===== config.mk =====
export PLATFORM = sky130hd
export DESIGN_NAME = lif_multi_neuron
export DESIGN_NICKNAME = d
export VERILOG_FILES = /design/src/rtl/lif_pkg.sv /design/src/rtl/lif_weighted_sum.sv /design/src/rtl/lif_multi_neuron.sv
export SDC_FILE = /design/constraint.sdc
export NUM_CORES = 1
export LEC_CHECK = 0
export CORE_ASPECT_RATIO = 0.75
export CORE_UTILIZATION = 52
export DETAILED_ROUTE_END_ITERATION = 8
export PLACE_DENSITY = 0.79
export SETUP_SLACK_MARGIN = 0.05
export SYNTH_ARGS = -nofsm -noshare
export SYNTH_HDL_FRONTEND = slang
export SYNTH_SLANG_ARGS = --single-unit

===== constraint.sdc =====
create_clock -name clk -period 9.9 [get_ports clk]
set_clock_uncertainty 0.2 [all_clocks]
set_input_delay 1.98 -clock clk [delete_from_list [all_inputs] [get_ports clk]]
set_output_delay 1.98 -clock clk [all_outputs]
set_load 0.01 [all_outputs]

===== src/rtl/lif_pkg.sv =====
// Shared types, default widths and helpers for the multi-channel LIF neuron.
package lif_pkg;

    typedef enum logic [1:0] {
        IDLE       = 2'd0,
        INTEGRATE  = 2'd1,
        REFRACTORY = 2'd2
    } lif_state_e;

    localparam int DEF_N_CH    = 4;
    localparam int DEF_IN_W    = 6;
    localparam int DEF_W_W     = 4;
    localparam int DEF_V_W     = 8;
    localparam int DEF_ADAPT_W = 6;

    // Wide enough for N_CH products of unsigned IN_W by signed W_W, plus sign.
    function automatic int sum_w(input int n_ch, input int in_w, input int w_w);
        return in_w + w_w + $clog2(n_ch) + 1;
    endfunction

    // Clamp a signed value into the unsigned range [0, 2^w-1].
    function automatic logic [31:0] clamp_u(input logic signed [31:0] val, input int w);
        longint maxv;
        maxv = (64'sd1 << w) - 64'sd1;
        if (val < 0) begin
            return 32'd0;
        end
        if (longint'(val) > maxv) begin
            return 32'(maxv);
        end
        return 32'(val);
    endfunction

endpackage


===== src/rtl/lif_weighted_sum.sv =====
// Combinational N_CH multiply-accumulate: unsigned inputs times signed weights,
// reduced through a balanced binary adder tree padded to a power of two.
module lif_weighted_sum
    import lif_pkg::*;
#(
    parameter int N_CH = DEF_N_CH,
    parameter int IN_W = DEF_IN_W,
    parameter int W_W  = DEF_W_W
) (
    input  logic [N_CH*IN_W-1:0]                      chan_i,
    input  logic [N_CH*W_W-1:0]                       weights_i,
    output logic signed [sum_w(N_CH, IN_W, W_W)-1:0]  sum_o
);

    localparam int SUM_W = sum_w(N_CH, IN_W, W_W);
    localparam int LVLS  = $clog2(N_CH);
    localparam int NL    = 1 << LVLS;

    logic signed [SUM_W-1:0] node [NL];

    always_comb begin
        for (int i = 0; i < NL; i++) begin
            node[i] = '0;
        end
        for (int i = 0; i < N_CH; i++) begin
            node[i] = SUM_W'($signed({1'b0, chan_i[i*IN_W +: IN_W]}) *
                             $signed(weights_i[i*W_W +: W_W]));
        end
        // Each level halves the live node count, folding pairs in place.
        for (int l = 0; l < LVLS; l++) begin
            for (int k = 0; k < (NL >> (l + 1)); k++) begin
                node[k] = node[2*k] + node[2*k+1];
            end
        end
        sum_o = node[0];
    end

endmodule


===== src/rtl/lif_multi_neuron.sv =====
// Leaky integrate-and-fire neuron with signed weighted inputs, periodic leak,
// refractory period and optional spike-driven adaptive threshold.
module lif_multi_neuron
    import lif_pkg::*;
#(
    parameter int N_CH    = DEF_N_CH,
    parameter int IN_W    = DEF_IN_W,
    parameter int W_W     = DEF_W_W,
    parameter int V_W     = DEF_V_W,
    parameter int ADAPT_W = DEF_ADAPT_W
) (
    input  logic                 clk,
    input  logic                 rst_n,
    input  logic                 enable,
    input  logic                 input_enable,
    input  logic                 params_ready,
    input  logic [N_CH*IN_W-1:0] chan,
    input  logic [N_CH*W_W-1:0]  weights,
    input  logic [V_W-1:0]       leak_rate,
    input  logic [V_W-1:0]       threshold,
    input  logic [3:0]           leak_cycles,
    input  logic [3:0]           refrac_period,
    input  logic                 adapt_en,
    input  logic [ADAPT_W-1:0]   adapt_step,
    output logic                 spike_out,
    output logic [V_W-1:0]       v_mem_out,
    output logic [V_W:0]         thr_eff_out,
    output logic                 in_refrac
);

    localparam int SUM_W = sum_w(N_CH, IN_W, W_W);
    localparam int NV_W  = ((SUM_W > V_W + 1) ? SUM_W : V_W + 1) + 2;

    lif_state_e           state_q, state_d;
    logic [V_W-1:0]       v_mem_q, v_mem_d;
    logic [3:0]           refr_cnt_q, refr_cnt_d;
    logic [3:0]           leak_cnt_q, leak_cnt_d;
    logic [ADAPT_W-1:0]   adapt_q, adapt_d;
    logic                 spike_q, spike_d;
    logic [V_W:0]         thr_eff_q, thr_eff_d;

    logic signed [SUM_W-1:0] sum;
    logic signed [NV_W-1:0]  v_ext, sum_ext, leak_ext, new_v;
    logic [V_W-1:0]          v_new;
    logic [V_W:0]            thr_now;
    logic [ADAPT_W:0]        adapt_sum;
    logic [ADAPT_W-1:0]      adapt_inc;
    logic                    active, leak_tick, spike_now;

    lif_weighted_sum #(
        .N_CH (N_CH),
        .IN_W (IN_W),
        .W_W  (W_W)
    ) u_sum (
        .chan_i    (chan),
        .weights_i (weights),
        .sum_o     (sum)
    );

    always_comb begin
        active    = enable && params_ready;
        leak_tick = active && (leak_cnt_q >= leak_cycles);
        thr_now   = {1'b0, threshold} + (adapt_en ? (V_W+1)'(adapt_q) : '0);

        v_ext     = NV_W'(v_mem_q);
        sum_ext   = NV_W'(sum);
        leak_ext  = leak_tick ? NV_W'(leak_rate) : '0;
        new_v     = v_ext + sum_ext - leak_ext;
        v_new     = V_W'(clamp_u(32'(new_v), V_W));
        spike_now = ({1'b0, v_new} >= thr_now);

        adapt_sum = {1'b0, adapt_q} + {1'b0, adapt_step};
        adapt_inc = adapt_sum[ADAPT_W] ? '1 : adapt_sum[ADAPT_W-1:0];
    end

    always_comb begin
        state_d    = state_q;
        v_mem_d    = v_mem_q;
        refr_cnt_d = refr_cnt_q;
        leak_cnt_d = leak_cnt_q;
        adapt_d    = adapt_q;
        spike_d    = 1'b0;

        if (!active) begin
            state_d = IDLE;
        end else begin
            leak_cnt_d = leak_tick ? 4'd0 : leak_cnt_q + 4'd1;
            // A spike in this cycle overrides the decay below.
            if ((state_q != IDLE) && leak_tick && (adapt_q != '0)) begin
                adapt_d = adapt_q - ADAPT_W'(1);
            end
            unique case (state_q)
                IDLE: begin
                    state_d = INTEGRATE;
                end
                INTEGRATE: begin
                    if (input_enable) begin
                        if (spike_now) begin
                            spike_d    = 1'b1;
                            v_mem_d    = '0;
                            refr_cnt_d = refrac_period;
                            adapt_d    = adapt_inc;
                            if (refrac_period != 4'd0) begin
                                state_d = REFRACTORY;
                            end
                        end else begin
                            v_mem_d = v_new;
                        end
                    end
                end
                REFRACTORY: begin
                    v_mem_d = '0;
                    if (refr_cnt_q <= 4'd1) begin
                        refr_cnt_d = 4'd0;
                        state_d    = INTEGRATE;
                    end else begin
                        refr_cnt_d = refr_cnt_q - 4'd1;
                    end
                end
                default: begin
                    state_d = IDLE;
                end
            endcase
        end

        thr_eff_d = {1'b0, threshold} + (adapt_en ? (V_W+1)'(adapt_d) : '0);
    end

    always_ff @(posedge clk or negedge rst_n) begin
        if (!rst_n) begin
            state_q    <= IDLE;
            v_mem_q    <= '0;
            refr_cnt_q <= '0;
            leak_cnt_q <= '0;
            adapt_q    <= '0;
            spike_q    <= 1'b0;
            thr_eff_q  <= '0;
        end else begin
            state_q    <= state_d;
            v_mem_q    <= v_mem_d;
            refr_cnt_q <= refr_cnt_d;
            leak_cnt_q <= leak_cnt_d;
            adapt_q    <= adapt_d;
            spike_q    <= spike_d;
            thr_eff_q  <= thr_eff_d;
        end
    end

    assign spike_out   = spike_q;
    assign v_mem_out   = v_mem_q;
    assign thr_eff_out = thr_eff_q;
    assign in_refrac   = (state_q == REFRACTORY);

endmodule


== Word-level counts from Yosys, hierarchy flattened ==
Index checks and enable logic that the tools add are counted.

* Bits in registers: 34
* Bits of input ports: 76
* Output and inout bits: 19
* Word-level logic and storage cells: 81

* $add $sub $neg: 11
* Multipliers: 4
* $lt $le $gt $ge: 5
* Equal/unequal tests: 8
* Muxes and demuxes: 34
* Reductions and logical operators: 12

{| class="wikitable"
|+ Operators with widths
! cell !! count
|-
| $mux W8 || 7
|-
| $mux W6 || 8
|-
| $mul A7 B4 Y11 || 4
|-
| $add A13 B13 Y13 || 3
|-
| $add A8 B6 Y9 || 2
|-
| $mux W4 || 4
|-
| $pmux W8 S2 || 1
|-
| $gt A15 B9 Y1 const B || 1
|-
| $lt A15 B1 Y1 const B || 1
|-
| $sub A14 B9 Y15 || 1
|-
| $add A9 B13 Y14 || 1
|-
| $mux W2 || 5
|-
| $ge A8 B9 Y1 || 1
|-
| $ne A3 B3 Y1 const B || 3
|-
| $pmux W4 S2 || 1
|-
| $reduce_and A4 Y1 || 2
|-
| $add A6 B6 Y7 || 1
|-
| $mux W1 || 7
|-
| $pmux W2 S3 || 1
|-
| $reduce_bool A6 Y1 || 1
|-
| $sub A6 B1 Y6 const B || 1
|-
| $add A4 B1 Y4 const B || 1
|-
| $ge A4 B4 Y1 || 1
|-
| $le A4 B1 Y1 const B || 1
|-
| other kinds (10) || 15
|}

== Logic depth before layout (Yosys ltp) ==
* Depth after elaboration: 17
* Depth in mapped cells: 52
* Mapped depth without buffers: 50

== Hierarchy ==
A second synthesis with hierarchy kept.

* Cells, all modules: 889
* Area, all modules: 7652.3 um2

{| class="wikitable"
|+ By module, submodules not included
! module !! times used !! cells an instance !! area an instance (um2)
|-
| lif_weighted_sum || 1 || 442 || 3930.0
|-
| lif_multi_neuron || 1 || 447 || 3722.3
|}

== Least setup slack after synthesis ==
Ideal clock, no wire load.

* Path type: input-to-reg
* Start point: in chan[6]
* End point: reg thr_eff_q[6], in the netlist thr_eff_out[6]
* Library setup time: 0.079 ns
* Data arrival time: 12.151 ns
* Required time: 9.621 ns
* Path slack: -2.531 ns
* Cell stages on the path: 47
* Buffers on the path: 2
* Cell sequence: nand2b_1 -> fa_1 -> fa_1 -> inv_1 -> fa_1 -> ha_1 -> inv_1 -> fa_1 -> xnor2_1 -> fa_1 -> inv_1 -> fa_1 -> inv_1 -> ha_1 -> a21oi_1 -> nor2_1 -> or3_1 -> xor2_1 -> [11 not listed] -> and3_1 -> a2111oi_0 -> o21ai_0 -> o2111ai_1 -> clkbuf_1 -> nand3_1 -> o22ai_1 -> o2bb2ai_1 -> and2_1 -> ha_1 -> inv_1 -> fa_1 -> inv_1 -> a21oi_1 -> o21bai_1 -> a21o_1 -> a21o_1 -> xor2_1

* Longest elaborated chain between the ends: 17
* Elaborated cells on any way between the ends: 20

{| class="wikitable"
|+ Ends and longest elaborated chain
! item !! line !! source
|-
| start, declared || lif_multi_neuron.sv:17 || <nowiki>input logic [N_CH*IN_W-1:0] chan,</nowiki>
|-
| $mul A7 B4 Y11 * || lif_weighted_sum.sv:26 || <nowiki>node[i] = SUM_W'($signed({1'b0, chan_i[i*IN_W +: IN_W]}) *</nowiki>
|-
| $add A13 B13 Y13 * (2 in series) || lif_weighted_sum.sv:32 || <nowiki>node[k] = node[2*k] + node[2*k+1];</nowiki>
|-
| $add A9 B13 Y14 * || lif_multi_neuron.sv:68 || <nowiki>new_v = v_ext + sum_ext - leak_ext;</nowiki>
|-
| $sub A14 B9 Y15 * || lif_multi_neuron.sv:68 ||
|-
| $gt A15 B9 Y1 || lif_pkg.sv:28 || <nowiki>if (longint'(val) > maxv) begin</nowiki>
|-
| $mux W1 (2 in series) || lif_pkg.sv:28 ||
|-
| $mux W8 || lif_pkg.sv:31 || <nowiki>return 32'(val);</nowiki>
|-
| $mux W8 * || lif_pkg.sv:28 ||
|-
| $ge A8 B9 Y1 * || lif_multi_neuron.sv:70 || <nowiki>spike_now = ({1'b0, v_new} >= thr_now);</nowiki>
|-
| $mux W6 * || lif_multi_neuron.sv:98 || <nowiki>if (spike_now) begin</nowiki>
|-
| $mux W6 * || lif_multi_neuron.sv:97 || <nowiki>if (input_enable) begin</nowiki>
|-
| $mux W6 * || lif_multi_neuron.sv:92 || <nowiki>unique case (state_q)</nowiki>
|-
| $mux W6 * || lif_multi_neuron.sv:84 || <nowiki>if (!active) begin</nowiki>
|-
| via adapt_d[0] || lif_multi_neuron.sv:38 || <nowiki>logic [ADAPT_W-1:0] adapt_q, adapt_d;</nowiki>
|-
| $mux W6 * || lif_multi_neuron.sv:126 || <nowiki>thr_eff_d = {1'b0, threshold} + (adapt_en ? (V_W+1)'(adapt_d) : '0);</nowiki>
|-
| $add A8 B6 Y9 * || lif_multi_neuron.sv:126 ||
|-
| via thr_eff_d[6] || lif_multi_neuron.sv:40 || <nowiki>logic [V_W:0] thr_eff_q, thr_eff_d;</nowiki>
|-
| end signal, assigned || lif_multi_neuron.sv:145 || <nowiki>thr_eff_q <= thr_eff_d;</nowiki>
|-
| end, declared || lif_multi_neuron.sv:40 ||
|}

The timed path passes the listed nets; every way through them passes the cells marked *. The select of a mux whose other input is x is not followed.
A chain may end at the register's enable or synchronous reset.

== Worst setup path after layout ==
Same ends and word-level chain as after synthesis.

==> results.ini <==
[floorplanning]
core.rowCount = 37
die-area_um2 = 15100
boundaryPins = 95
initial_utilization_pct = 54.2
die_h_um = 107
core_um2 = 14000
fp.dieW_um = 141

[placed_design]
post-place-ws_ns = -2.69
dpl.hpwl_um = 17200
place.gp.congestion = 0.893
placedInstanceArea_um2 = 9960
io_buffers = 94

[synthesis]
syn_area_um2 = 7580
yosys_warnings = 0
synthArstFlopShare_pct = 100
syn_avg_cell_area_um2 = 8.73
synth-edff-count = 0
synthDistinctLibCells = 56
synth_cells = 869
syn_nets = 1159
seq_area_frac_synth_pct = 11.2
synth-main-ff-cell = dfrtp_1
ys_seq_elements = 34

[cells_and_area]
drive_above_1_share_pct = 29.3
nets = 1434
regArea_um2 = 851
num-fill-cells = 812
multi_input_area_um2 = 6900
area_delta_synth_final_pct = 44.3
diodes = 0
final_area_um2 = 10900
postLayoutCoreUtil_pct = 78.2

[sta]
final.setup.tns_ns = -43.36
finalCriticalPeriod_ns = 12.41
finalCritPeriodShare_pct = 125
fmax_ghz = 0.0806
finalHoldViolations = 0
slew_headroom_pct = 50.6
grt_setup_unrepaired = true
worst_pin_slew_ns = 0.742
final_max_slew_viol_count = 0
setup_viol = 30
setup_ws_ns = -2.51

[worst_setup_path]
worstPathRequired_ns = 9.91
worst_ep_arrival_time_ns = 12.42
endpoint_kind = register
path_max_fanout = 6
max_stage_delay_ns = 0.57
timing_worst_setup_path_type = input pin to register
startpoint_type = input pin
slowest_stage = fa_2

[routing]
num_vias = 7821
drt_iter0_drc = 661
routed_wirelength_um = 26700
first_pass_iters = 6
ant_nets = 0
drc = 0
via_per_inst = 5.84
wl_per_cell_um = 19.9

[global_route]
grt_overflow = 0
antenna_found_initial = 0
grt_max_degree = 35
grt_first_pass_wirelength_um = 38700
grt_usage_pct = 32.8
grt_pass1_vias = 7829

[worst_hold_path]
min_path_type = register to register

[clocking]
root_buffer = clkbuf_16
clk_pin_slew_ns = 0.06
cts_tree = done
ctsHtreeMaxLevel = 2
cts_sinks = 34
cts-buffers-inserted = 5
clock_path_buffers = 2
clkLatencyLatePin_ns = 0.29

[flow_run]
max-cap-violations = 0

[run_status]
status = complete, but fails checks
violations = setup timing

critical path: cells and delay by family:
kind / cells / cell delay, ns
XOR/XNOR: 2 / 0.46
AND/OR/NAND/NOR: 10 / 1.79
buffers and inverters: 8 / 0.47
adder cells (fa/ha/maj): 13 / 5.25
AO/OA/AOI/OAI: 14 / 2.43
cell usage after synthesis, drive strengths merged (2+ instances only):
master	number	area share, %
o21ai	33	2.2
nor2b	17	1.4
and2	63	5.2
o22ai	2	0.16
xnor2	34	4.2
nor2	24	1.2
o2111ai	2	0.23
and3	5	0.41
or3	2	0.16
a211oi	5	0.50
ha	144	24
fa	70	18
nand3	10	0.66
mux2i	3	0.40
mux2	2	0.30
xor2	20	2.3
dfrtp	34	11
a22o	2	0.23
a21oi	62	4.3
a31oi	8	0.66
a21o	24	2.4
nand4	2	0.16
inv	136	6.7
nand2	70	3.5
clkbuf	7	0.35
nor3	6	0.40
o211ai	3	0.36
nor3b	3	0.36
a32oi	8	0.92
nand2b	19	1.6
or2	4	0.33
o21a	2	0.20
nor4	4	0.41
o31a	2	0.23
o21bai	20	2.0
o31ai	4	0.40
registers in the layout, summed over array words and instances, names as in the netlist:
register / flops
v_mem_out: 8
leak_cnt_q: 4
refr_cnt_q: 4
thr_eff_out: 9
spike_out: 1
adapt_q: 6
state_q: 2
repair_timing:
item,CTS,global route
gates cloned,0,0
pin swaps,53,65
setup buffers,25,19
hold endpoints to repair,0,0
hold buffers,0,0
gates resized for setup,120,61
setup endpoints to repair,30,30
layout make-up:
cell class	instances	area share, %
clock inverter	1	0.0458
clock buffer	7	1.30
tap	195	2.23
sequential	34	7.78
inverter	136	4.67
timing repair buffer	276	20.9
multi-input combinational	691	63.0
kinds of logic after synthesis:
group,synth area share [%]
adder cells (fa/ha/maj),42.2
flip-flops,11.2
buffers and inverters,7.23
multiplexers,0.693
XOR/XNOR,6.78
AO/OA/AOI/OAI,15.9
AND/OR/NAND/NOR,15.9
cell usage in the layout (no fill, tap or decap), drive strengths merged, types with 10 or more instances in the layout:
cell | netlist | layout
xor2 | 20 | 20
fa | 70 | 70
o21ai | 33 | 33
dfrtp | 34 | 34
a21oi | 62 | 62
nand2b | 19 | 19
and2 | 63 | 63
ha | 144 | 144
buf | 1 | 188
clkbuf | 7 | 14
a21o | 24 | 24
clkdlybuf4s50 | 0 | 74
nor2 | 24 | 24
xnor2 | 34 | 34
nand3 | 10 | 10
o21bai | 20 | 20
nand2 | 70 | 70
nor2b | 17 | 17
inv | 136 | 136
per-layer routing:
metal	vias to the layer above	track usage (%)	wire [um]	share of wire, %
met2	505	53.1	11600	44
li1	3481	-	-	-
met5	-	0	0	0
met3	157	7.86	2760	10
met1	3678	43.7	10800	40
met4	0	9.83	1550	5.8
stage by stage:
step / std cells / hold slack (ns)
6_report: 1340 / 0.325
4_1_cts: 1326 / 0.325
2_1_floorplan: 869 / 0.281
3_3_place_gp: 1295 / 0.309
3_5_place_dp: 1295 / 0.307
5_1_grt: 1340 / 0.342
worst paths after layout:
check	cells after the start	from	to	slack, ns
worst max register to register	38	leak_cnt_q[0]	thr_eff_out[6]	1.57
worst min-delay path	1	leak_cnt_q[2]	leak_cnt_q[2]	0.32
min in group asynchronous	2	rst_n	spike_out	1.90
max in group asynchronous	2	rst_n	v_mem_out[4]	7.25
worst min register to register	1	leak_cnt_q[2]	leak_cnt_q[2]	0.32
worst max-delay path	47	chan[6]	thr_eff_out[6]	-2.51
Power is left out: the tool's default activity adds up to more than one toggle a clock period on the data nets, which glitch-free logic cannot reach.
